<file path="config.mk">
export PLATFORM = sky130hd
export DESIGN_NAME = pipe_regfile
export DESIGN_NICKNAME = d
export VERILOG_FILES = /design/src/rtl/pipe_regfile_pkg.sv /design/src/rtl/regfile_read_port.sv /design/src/rtl/pipe_regfile.sv
export SDC_FILE = /design/constraint.sdc
export NUM_CORES = 1
export LEC_CHECK = 0
export BUFFER_PORTS_ARGS = -buffer_cell sky130_fd_sc_hd__buf_2
export CAP_MARGIN = 10
export CORE_MARGIN = 10
export CORE_UTILIZATION = 40
export DETAILED_ROUTE_END_ITERATION = 7
export PLACE_DENSITY = 0.7
export SYNTH_ARGS = -nofsm -noshare
export SYNTH_HDL_FRONTEND = slang
export SYNTH_HIERARCHICAL = 1
export SYNTH_SLANG_ARGS = --single-unit
</file>
<file path="constraint.sdc">
create_clock -name clk -period 1.7 [get_ports clk]
set_input_delay 0.17 -clock clk [delete_from_list [all_inputs] [get_ports clk]]
set_output_delay 0.17 -clock clk [all_outputs]
set_load 0.01 [all_outputs]
</file>
<file path="src/rtl/pipe_regfile_pkg.sv">
// Shared defaults and the address-width helper for the pipelined register file.
package pipe_regfile_pkg;

  localparam int DEF_DATA_W = 16;
  localparam int DEF_NREGS  = 8;
  localparam int DEF_NRD    = 2;
  localparam int DEF_PC_IDX = 7;

  // A single-entry file still needs a one-bit address.
  function automatic int calc_aw(input int n);
    return (n > 1) ? $clog2(n) : 1;
  endfunction

endpackage

</file>
<file path="src/rtl/regfile_read_port.sv">
// One read port: address decode, optional same-cycle write bypass, reset forcing.
// Bypass is compiled in only when PIPE_REGFILE_BYPASS_EN is defined.
module regfile_read_port
  import pipe_regfile_pkg::*;
#(
  parameter int DATA_W = DEF_DATA_W,
  parameter int NREGS  = DEF_NREGS,
  parameter int PC_IDX = DEF_PC_IDX,
  parameter int AW     = calc_aw(DEF_NREGS)
) (
  input  logic                    reset,
  input  logic [AW-1:0]           rd_addr,
  input  logic [NREGS*DATA_W-1:0] regs_flat,
  input  logic [NREGS-1:0]        busy,
  input  logic                    wr_en,
  input  logic [AW-1:0]           wr_addr,
  input  logic [DATA_W-1:0]       wr_data,
  input  logic                    pc_wr_en,
  input  logic [DATA_W-1:0]       pc_wr_data,
  output logic [DATA_W-1:0]       rd_data,
  output logic                    rd_busy
);

  logic [DATA_W-1:0] data_sel;
  logic              busy_sel;
  logic              hit;

`ifndef PIPE_REGFILE_BYPASS_EN
  logic unused_bypass;
  assign unused_bypass = ^{wr_en, wr_addr, wr_data, pc_wr_en, pc_wr_data};
`endif

  always_comb begin
    data_sel = '0;
    busy_sel = 1'b0;
    hit      = 1'b0;
    // Addresses past NREGS never match, so they read as zero and idle.
    for (int i = 0; i < NREGS; i++) begin
      if (rd_addr == AW'(i)) begin
        data_sel = regs_flat[i*DATA_W +: DATA_W];
        busy_sel = busy[i];
        hit      = 1'b1;
      end
    end
`ifdef PIPE_REGFILE_BYPASS_EN
    if (hit && wr_en && (rd_addr == wr_addr)) begin
      data_sel = wr_data;
      busy_sel = 1'b0;
    end else if (hit && pc_wr_en && (rd_addr == AW'(PC_IDX))) begin
      data_sel = pc_wr_data;
    end
`endif
    if (reset) begin
      data_sel = '0;
      busy_sel = 1'b0;
    end
  end

  assign rd_data = data_sel;
  assign rd_busy = busy_sel;

endmodule

</file>
<file path="src/rtl/pipe_regfile.sv">
// Register file with dedicated PC write port, issue scoreboard and NRD read ports.
// Optional same-cycle read bypass is enabled by defining PIPE_REGFILE_BYPASS_EN.
module pipe_regfile
  import pipe_regfile_pkg::*;
#(
  parameter int DATA_W = DEF_DATA_W,
  parameter int NREGS  = DEF_NREGS,
  parameter int NRD    = DEF_NRD,
  parameter int PC_IDX = DEF_PC_IDX,
  localparam int AW    = calc_aw(NREGS)
) (
  input  logic                    clk,
  input  logic                    reset,
  input  logic [NRD*AW-1:0]       rd_addr,
  output logic [NRD*DATA_W-1:0]   rd_data,
  output logic [NRD-1:0]          rd_busy,
  input  logic                    wr_en,
  input  logic [AW-1:0]           wr_addr,
  input  logic [DATA_W-1:0]       wr_data,
  input  logic                    pc_wr_en,
  input  logic [DATA_W-1:0]       pc_wr_data,
  input  logic                    iss_en,
  input  logic [AW-1:0]           iss_addr,
  input  logic                    flush,
  output logic [NREGS*DATA_W-1:0] regs_flat,
  output logic [NREGS-1:0]        busy
);

  logic [DATA_W-1:0] regs_q [NREGS];
  logic [DATA_W-1:0] regs_d [NREGS];
  logic [NREGS-1:0]  busy_q;
  logic [NREGS-1:0]  busy_d;

  // Later assignments take priority: general write over PC write, issue over
  // writeback clear, flush over everything.
  always_comb begin
    for (int i = 0; i < NREGS; i++) begin
      regs_d[i] = regs_q[i];
      busy_d[i] = busy_q[i];
      if (pc_wr_en && (i == PC_IDX)) regs_d[i] = pc_wr_data;
      if (wr_en && (wr_addr == AW'(i))) begin
        regs_d[i] = wr_data;
        busy_d[i] = 1'b0;
      end
      if (iss_en && (iss_addr == AW'(i))) busy_d[i] = 1'b1;
      if (flush) busy_d[i] = 1'b0;
    end
  end

  always_ff @(posedge clk) begin
    if (reset) begin
      for (int i = 0; i < NREGS; i++) regs_q[i] <= '0;
      busy_q <= '0;
    end else begin
      regs_q <= regs_d;
      busy_q <= busy_d;
    end
  end

  genvar gi;
  generate
    for (gi = 0; gi < NREGS; gi++) begin : g_flat
      assign regs_flat[gi*DATA_W +: DATA_W] = regs_q[gi];
    end
    for (gi = 0; gi < NRD; gi++) begin : g_rd
      regfile_read_port #(
        .DATA_W (DATA_W),
        .NREGS  (NREGS),
        .PC_IDX (PC_IDX),
        .AW     (AW)
      ) u_rd (
        .reset      (reset),
        .rd_addr    (rd_addr[gi*AW +: AW]),
        .regs_flat  (regs_flat),
        .busy       (busy_q),
        .wr_en      (wr_en),
        .wr_addr    (wr_addr),
        .wr_data    (wr_data),
        .pc_wr_en   (pc_wr_en),
        .pc_wr_data (pc_wr_data),
        .rd_data    (rd_data[gi*DATA_W +: DATA_W]),
        .rd_busy    (rd_busy[gi])
      );
    end
  endgenerate

  assign busy = busy_q;

endmodule

</file>
==> metrics.txt, run 1 <==
status=finished, violations left; violated checks=negative setup slack; H-tree Lvls=4; core area=0.0188 sq mm; Initial Util=0.409; TritonCTS clock tree=done; Detail Route Antenna Nets=0; total CTS buffers=17; P_sw=2.31 mW; post-DP HPWL=23.4 mm; Layout Area Growth over Synthesis=33.4%; via count=8551; Root Driver=clkbuf_16; ANT cells=0; Rows=50; global-route usage over all layers=0.242; maximum vdd drop=0.703 mV; fin cells=1494; Min-Delay Path Class=input port to flop; WS Path Type=flop to primary output; asr flop ratio synth=0; DRT Pass-1 Iters=7; Cell Int Power=6.20 mW; Synth Warn #=6; PnR worst setup slack=-0.246 ns; I/O pin cnt=220; Avg WL per Cell=21.6 microns; Flop pwr share=0.397; Die Span Y=159 microns; Pwr Total=8.51 mW; placed insts=1449; CTS Buffer Depth=2; mux cell area share after synthesis=0.146; Port-buffer cells=219; max frequency=0.514 GHz; Worst-path clk slew=0.06 ns; Synth Cell Area=0.00770 sq mm; Post-Synthesis Cells=991; Clock Latency Late Sink=0.43 ns; Final setup viols=15; sw frac=0.272; worst path arrival time=1.78 ns; vias in the first global route=8234; Post-Synth Adder-Cell Area=0; largest family of logic cells by synthesized area=simple AND/OR/NAND/NOR gates; PD cells=828 mW/mm^2; Synth Area in XOR/XNOR=0; first-pass GRT wire length=49.0 mm; fin nets=1271; commonest cells after routing, fill and taps aside=nand2_1, buf_2, a21oi_1; DRT iter0 DRCs=988; fraction of layout cells with a size suffix above 1=0.391; top_reg_cell synth=dfxtp_1; simple-gate share of the synthesized area=0.213; Netlist cell types=36; vias per std cell=5.72; initial antenna violation count=0; routability cong.=0.904; Max FO, Critical Path=4; pin count of the biggest net entering global routing=41; total of max-cap violations=0; Synth Register Bits=136; full die area=0.0252 sq mm; fin crit share=1.14; global route total overflow=0; synthesized area per cell=7.77 sq um; sequential share of the synthesized area=0.354; DRC viols=0; Chip Width=159 microns; Fin. Hold Viols=0; Clock Sinks=136; Worst Clk Skew=0 ns; Slew @ Worst Pin=0.537 ns; Synth Area in Compound Gates=0.207; minimum clock period after layout=1.95 ns; Startpoint Class=flop; crit end category=primary output; syn nets=1041; combinational group share of total power=0.152; Routed WL=32.2 mm; final max-slew violation count=0; relative slew slack=0.642; Pleak=4.48 nW; RSZ-0062 raised after global routing=true; Worst Path Required=1.53 ns; most common cell after layout, fill and taps aside=nand2_1; hold_buf cts=0; Clk pwr share=0.452; number of enable flip-flop cells after synthesis=0
## power by group through the flow
stage / sequential (mW) / combinational (mW) / clock [mW]
after floorplan: 3.46 / 0.691 / 0
after global placement: 3.44 / 1.21 / 0
after detailed placement: 3.44 / 1.22 / 0
after CTS: 3.37 / 1.26 / 3.86
after global routing: 3.39 / 1.38 / 4.00
final: 3.38 / 1.29 / 3.84
## layer usage
metal	part of all wire	GRT usage	up-vias
met2	0.46	0.385	506
met5	0	0	-
li1	-	-	3924
met3	0.099	0.0563	68
met1	0.41	0.309	4053
met4	0.033	0.0965	0
## state kept, by name, indices dropped and copies added, names as in the netlist
register,count
regs_flat,128
busy,8
## worst paths after layout
path	cells after the start	endpoint	startpoint	slack, ns
setup / recovery	4	rd_data[27]	regs_flat[59]	-0.25
hold / removal	3	busy[7]	iss_addr[2]	0.04
setup reg to reg	2	regs_flat[125]	regs_flat[125]	0.80
hold reg to reg	2	regs_flat[4]	regs_flat[4]	0.47
## per-stage QoR
stage | setup TNS (ns) | cell area (sq um) | setup WS, ns | util | hold slack [ns]
CTS | -1.09 | 10100 | -0.135 | 0.538 | 0.0328
finish | -1.44 | 10300 | -0.246 | 0.545 | 0.0412
detailed placement | -0.113 | 9320 | -0.0553 | 0.495 | 0.475
floorplan | 0 | 7700 | 0.334 | - | 0.320
global placement | -0.0371 | 9320 | -0.0307 | 0.495 | 0.469
global route | -2.31 | 10300 | -0.236 | 0.545 | 0.0654
## synth_stat cells (all sizes together) (2+ instances only)
library cell	instances	area share
nand2b	18	0.015
nand4b	3	0.0034
clkbuf	38	0.019
buf	70	0.062
o21ai	52	0.034
a21oi	153	0.099
mux2	26	0.039
a211oi	26	0.025
mux2i	82	0.11
and4b	3	0.0039
and4bb	2	0.0032
a32oi	10	0.011
and2	4	0.0032
a221oi	6	0.0068
nor2b	7	0.0057
dfxtp	136	0.35
nand4bb	3	0.0044
nor2	52	0.025
nand4	2	0.0016
or2	13	0.011
nand2	227	0.11
a22oi	3	0.0029
o22ai	18	0.015
nor3	24	0.018
a222oi	10	0.013
## what timing repair did
item                                    in CTS  in global routing
endpoints found under the setup margin      22                 33
pin swaps                                   30                 19
buffers inserted                            11                  2
gates resized for setup                     54                 68
## cells by family (layout without fill, tap and decap cells)
| family | count (synthesis) | in the layout |
|---|---|---|
| simple gates | 361 | 361 |
| compound gates | 278 | 278 |
| flops | 136 | 136 |
| mux | 108 | 108 |
| buf+inv | 108 | 351 |
## final cells by class
cell class,instances,area [sq um]
Sequential cell,136,2830
Tap cell,260,325
Multi-Input combinational cell,747,4470
Clock inverter,11,146
Fill cell,1760,8560
Timing Repair Buffer,319,2030
Clock buffer,21,460
## critical path: stages, from the launching register on
cell and delay, ns:
dfxtp_2 0.34, mux2_4 0.26, a222oi_1 0.44, a211oi_2 0.15, buf_2 0.17
Note: power is estimated with default switching activity, not from simulation.
==> run 2: changes to the inputs <==
--- a/config.mk
+++ b/config.mk
@@ -5,7 +5,7 @@
 export SDC_FILE = /design/constraint.sdc
 export NUM_CORES = 1
 export LEC_CHECK = 0
-export BUFFER_PORTS_ARGS = -buffer_cell sky130_fd_sc_hd__buf_2
+export BUFFER_PORTS_ARGS = -buffer_cell sky130_fd_sc_hd__buf_4
 export CAP_MARGIN = 10
 export CORE_MARGIN = 10
 export CORE_UTILIZATION = 40
@@ -15,3 +15,4 @@
 export SYNTH_HDL_FRONTEND = slang
 export SYNTH_HIERARCHICAL = 1
 export SYNTH_SLANG_ARGS = --single-unit
+export TNS_END_PERCENT = 30
==> metrics.txt, run 2 (synthesized netlist as in run 1, its figures left out) <==
status=finished, violations left (unchanged); violated checks=negative setup slack (unchanged); grt peak-use layer=met2 (unchanged); Worst Path Required=1.53 ns (about the same); Min-Delay Path Class=input port to flop (unchanged); commonest cells after routing, fill and taps aside=buf_4, nand2_1, a21oi_1 (was nand2_1, buf_2, a21oi_1); WS Path Type=flop to primary output (unchanged); met3 global-route usage=0.0633 (was 0.0563); reg2reg setup slack=0.78 ns (was 0.80 ns); DRC viols=0 (unchanged); FF-to-FF End=regs_flat[127] (was regs_flat[125]); vias in the first global route=8161 (was 8234); total of max-cap violations=0 (unchanged); Worst-path clk slew=0.06 ns (about the same); max frequency=0.538 GHz (was 0.514 GHz); global-route usage over all layers=0.242 (about the same); total CTS buffers=17 (unchanged); Chip Width=159 microns (unchanged); Clock Sinks=136 (unchanged); Worst R2R Start=regs_flat[127] (was regs_flat[125]); maximum vdd drop=0.718 mV (was 0.703 mV); CP Cell Sequence=mux2i_1 > a21oi_1 > a32oi_1 > a221oi_2 > buf_4 > buf_6 (was mux2_4 > a222oi_1 > a211oi_2 > buf_2); fin nets=1265 (was 1271); Rows=50 (unchanged); DRT Pass-1 Iters=5 (was 7); Startpoint Class=flop (unchanged); initial antenna violation count=0 (unchanged); most common cell after layout, fill and taps aside=buf_4 (was nand2_1); routability cong.=0.895 (was 0.904); max FFs per register=128 (unchanged); Pwr Total=8.86 mW (was 8.51 mW); hold_buf cts=0 (unchanged); pre-CTS setup slack=0.0364 ns (was -0.0553 ns); GRT met1 Usage=0.301 (was 0.309); CTS Buffer Depth=2 (unchanged); global route total overflow=0 (unchanged); H-tree Lvls=4 (unchanged); Pleak=4.48 nW (about the same); fraction of layout cells with a size suffix above 1=0.391 (about the same); Worst Clk Skew=0 ns (unchanged); Setup crit end=rd_data[31] (was rd_data[27]); relative slew slack=0.604 (was 0.642); I/O pin cnt=220 (unchanged); Avg WL per Cell=21.9 microns (was 21.6 microns); FILL cells=1691 (was 1760); Final setup viols=16 (was 15); ANT cells=0 (unchanged); Fin. Hold Viols=0 (unchanged); Die Span Y=159 microns (unchanged); Clock Latency Late Sink=0.43 ns (about the same); worst r2r path cells=3 (was 2); first-pass GRT wire length=48.8 mm (was 49.0 mm); DRT iter0 DRCs=805 (was 988); RSZ-0062 raised after global routing=true (unchanged); Critical-path top delay cell=dfxtp_4 (was a222oi_1); via count=8458 (was 8551); Detail Route Antenna Nets=0 (unchanged); Slew @ Worst Pin=0.594 ns (was 0.537 ns); worst path arrival time=1.69 ns (was 1.78 ns); Initial Util=0.409 (unchanged); vias per std cell=5.68 (was 5.72); full die area=0.0252 sq mm (unchanged); Layout Area Growth over Synthesis=40.1% (was 33.4%); crit path from=regs_flat[127] (was regs_flat[59]); met2 track demand over resource=0.395 (was 0.385); final max-slew violation count=0 (unchanged); Max FO, Critical Path=3 (was 4); TritonCTS clock tree=done (unchanged); PnR worst setup slack=-0.159 ns (was -0.246 ns); PD cells=821 mW/mm^2 (was 828 mW/mm^2); minimum clock period after layout=1.86 ns (was 1.95 ns); core area=0.0188 sq mm (unchanged); Routed WL=32.5 mm (was 32.2 mm); post-DP HPWL=23.5 mm (was 23.4 mm); Root Driver=clkbuf_16 (unchanged); crit end category=primary output (unchanged); pin count of the biggest net entering global routing=35 (was 41); fin crit share=1.09 (was 1.14); CP max stage delay=0.37 ns (was 0.44 ns); Port-buffer cells=219 (unchanged)
[run 2: cell types whose count changed in the layout (fill, tap and decap cells not counted), moves of 3 or more]
cell,previous run,this run
buf_2,213,0
buf_4,89,297
mux2_2,17,23
mux2_4,9,3
dfxtp_2,66,61
dfxtp_4,7,11
o21ai_0,39,35
o21ai_1,13,17
a21oi_1,151,148
a21oi_2,2,5
[run 2: cell type report]
type / instances / area, sq um / area share
Tap cell: 260 / 325 / 0.0302
Clock inverter: 11 / 196 / 0.0182
Timing Repair Buffer: 313 / 2510 / 0.232
Clock buffer: 21 / 450 / 0.0418
Multi-Input combinational cell: 747 / 4470 / 0.414
Sequential cell: 136 / 2840 / 0.263
[run 2: report_power, final]
| part | leakage, nW | total, mW | internal [mW] | switching (mW) |
|---|---|---|---|---|
| combinational | 3.04 | 1.37 | 0.619 | 0.750 |
| sequential | 1.14 | 3.38 | 3.27 | 0.109 |
| clock | 0.307 | 4.11 | 2.64 | 1.46 |
| total | 4.48 | 8.86 | 6.53 | 2.32 |
[run 2: worst min path at each step]
stage	startpoint	depth (start not counted)	endpoint
floorplan	iss_addr[2]	2	busy[7]
global placement	wr_data[4]	3	regs_flat[68]
detailed placement	iss_addr[2]	3	busy[5]
CTS	wr_data[11]	3	regs_flat[59]
global route	iss_addr[2]	3	busy[4]
finish	wr_data[4]	3	regs_flat[20]
[run 2: routing by layer]
layer / vias to the layer above / wire length (microns)
met2: 463 / 15400
met5: - / 0
met1: 4019 / 13100
met3: 59 / 3170
li1: 3917 / -
met4: 0 / 790
[run 2: stage by stage]
step                      utilization  std cells  hold slack (ns)  instance area [sq um]  TNS, ns
after floorplan                     -        991            0.320                   7700        0
after detailed placement        0.522       1445            0.472                   9830        0
after global routing            0.573       1488           0.0328                  10800    -2.80
after global placement          0.522       1445            0.471                   9830        0
final                           0.573       1488           0.0279                  10800    -1.32
after CTS                       0.567       1486           0.0157                  10700    -1.36
[run 2: critical path: cells and delay by family (launching register included)]
family,cells,cell delay (ns)
AOI/OAI and AO/OA,3,0.55
muxes,1,0.07
DFF,1,0.37
buffers and inverters,2,0.26
[run 2: timing repair]
action                                  CTS  global route
resized for setup                        79            45
endpoints found under the setup margin   31            33
buffers inserted                          9             2
pin swaps                                39            16
==> run 3: changes to the inputs <==
--- a/config.mk
+++ b/config.mk
@@ -7,10 +7,12 @@
 export LEC_CHECK = 0
 export BUFFER_PORTS_ARGS = -buffer_cell sky130_fd_sc_hd__buf_4
 export CAP_MARGIN = 10
+export CELL_PAD_IN_SITES_DETAIL_PLACEMENT = 2
+export CELL_PAD_IN_SITES_GLOBAL_PLACEMENT = 2
 export CORE_MARGIN = 10
-export CORE_UTILIZATION = 40
+export CORE_UTILIZATION = 29
 export DETAILED_ROUTE_END_ITERATION = 7
-export PLACE_DENSITY = 0.7
+export PLACE_DENSITY = 0.86
 export SYNTH_ARGS = -nofsm -noshare
 export SYNTH_HDL_FRONTEND = slang
 export SYNTH_HIERARCHICAL = 1
==> metrics.txt, run 3 (synthesized netlist as in run 1, its figures left out) <==
status=finished, violations left (unchanged); violated checks=negative setup slack (unchanged); minimum clock period after layout=1.97 ns (was 1.86 ns); H-tree Lvls=4 (unchanged); RSZ-0062 raised after global routing=true (unchanged); Chip Width=183 microns (was 159 microns); Pwr Total=9.20 mW (was 8.86 mW); Worst Path Required=1.53 ns (about the same); fin nets=1265 (unchanged); total of max-cap violations=0 (unchanged); Worst-path clk slew=0.07 ns (was 0.06 ns); Final setup viols=22 (was 16); post-DP HPWL=29.7 mm (was 23.5 mm); via count=9126 (was 8458); TritonCTS clock tree=done (unchanged); ANT cells=0 (unchanged); core area=0.0261 sq mm (was 0.0188 sq mm); Slew @ Worst Pin=0.488 ns (was 0.594 ns); total CTS buffers=17 (unchanged); WS Path Type=flop to primary output (unchanged); pre-CTS setup slack=-0.276 ns (was 0.0364 ns); PnR worst setup slack=-0.272 ns (was -0.159 ns); Max FO, Critical Path=3 (unchanged); Startpoint Class=flop (unchanged); routability cong.=0.865 (was 0.895); Min-Delay Path Class=input port to flop (unchanged); maximum vdd drop=0.555 mV (was 0.718 mV); Detail Route Antenna Nets=0 (unchanged); Clock Sinks=136 (unchanged); FILL cells=2858 (was 1691); DRT iter0 DRCs=815 (was 805); crit end category=primary output (unchanged); max frequency=0.507 GHz (was 0.538 GHz); placed cell areas=0.00984 sq mm (was 0.00983 sq mm); global route total overflow=0 (unchanged); fin crit share=1.16 (was 1.09); fin util=0.424 (was 0.573); vias per std cell=5.84 (was 5.68); Rows=59 (was 50); final hold slack=0.0287 ns (was 0.0279 ns); CTS Buffer Depth=2 (unchanged); fraction of layout cells with a size suffix above 1=0.425 (was 0.391); Initial Util=0.295 (was 0.409); vias in the first global route=10000 (was 8161); DRC viols=0 (unchanged); final max-slew violation count=0 (unchanged); setup TNS=-3.02 ns (was -1.32 ns); pin count of the biggest net entering global routing=29 (was 35); I/O pin cnt=220 (unchanged); Fin. Hold Viols=0 (unchanged); max FFs per register=128 (unchanged); commonest cells after routing, fill and taps aside=buf_4, nand2_1, a21oi_1 (unchanged); initial antenna violation count=0 (unchanged); Routed WL=44.7 mm (was 32.5 mm); Clock Latency Late Sink=0.44 ns (was 0.43 ns); first-pass GRT wire length=65.0 mm (was 48.8 mm); full die area=0.0335 sq mm (was 0.0252 sq mm); Worst Clk Skew=0 ns (unchanged); most common cell after layout, fill and taps aside=buf_4 (unchanged); final instance area=0.0110 sq mm (was 0.0108 sq mm); DRT Pass-1 Iters=5 (unchanged); worst path arrival time=1.80 ns (was 1.69 ns); Layout Area Growth over Synthesis=43.4% (was 40.1%); Root Driver=clkbuf_16 (unchanged); Avg WL per Cell=28.6 microns (was 21.9 microns); Port-buffer cells=219 (unchanged); Pleak=4.55 nW (was 4.48 nW); global-route usage over all layers=0.251 (was 0.242); placed insts=1516 (was 1445); hold_buf cts=0 (unchanged); relative slew slack=0.675 (was 0.604); PD cells=833 mW/mm^2 (was 821 mW/mm^2); fin cells=1563 (was 1488); Die Span Y=183 microns (was 159 microns)
run 3: changes by cell type in the layout (fill, tap and decap cells not counted), sizes merged:
cell / change
clkinv: -1
clkbuf: +1
run 3: where the power goes:
| part | internal (mW) | leakage, nW | total [mW] | switching, mW |
|---|---|---|---|---|
| combinational | 0.620 | 3.08 | 1.51 | 0.887 |
| clock | 2.73 | 0.317 | 4.31 | 1.58 |
| sequential | 3.26 | 1.15 | 3.38 | 0.119 |
run 3: worst max-delay path, cell delays in order (launching register included):
cell and delay (ns):
dfxtp_4 0.37, mux2i_1 0.10, a21oi_2 0.19, a32oi_1 0.12, a221oi_2 0.29, buf_4 0.19, buf_6 0.10
run 3: layout make-up:
class                      instances  area (sq um)  share of cell area
sequential                       136          2880               0.260
clock inverter                    10           191              0.0173
tap                              335           419              0.0380
timing repair buffer             313          2480               0.224
multi-input combinational        747          4600               0.417
clock buffer                      22           474              0.0429
run 3: timing repair:
| action | 4_1_cts | 5_1_grt |
|---|---|---|
| endpoints found under the setup margin | 34 | 34 |
| buffers inserted | 10 | 5 |
| gates resized for setup | 127 | 60 |
| pin swaps | 52 | 18 |
run 3: worst paths after layout:
path,startpoint,end,slack [ns],depth (start not counted)
worst min register to register,regs_flat[10],regs_flat[10],0.49,2
worst max-delay path,regs_flat[127],rd_data[31],-0.27,6
worst min-delay path,wr_data[8],regs_flat[104],0.03,3
worst max register to register,regs_flat[127],regs_flat[127],0.47,3
run 3: metal layers:
| layer | wire (microns) | vias up | GRT usage |
|---|---|---|---|
| met1 | 17300 | 4659 | 0.283 |
| met2 | 22300 | 421 | 0.432 |
| met3 | 3310 | 129 | 0.0610 |
| met4 | 1900 | 0 | 0.132 |
| met5 | 0 | - | 0 |
| li1 | - | 3917 | - |
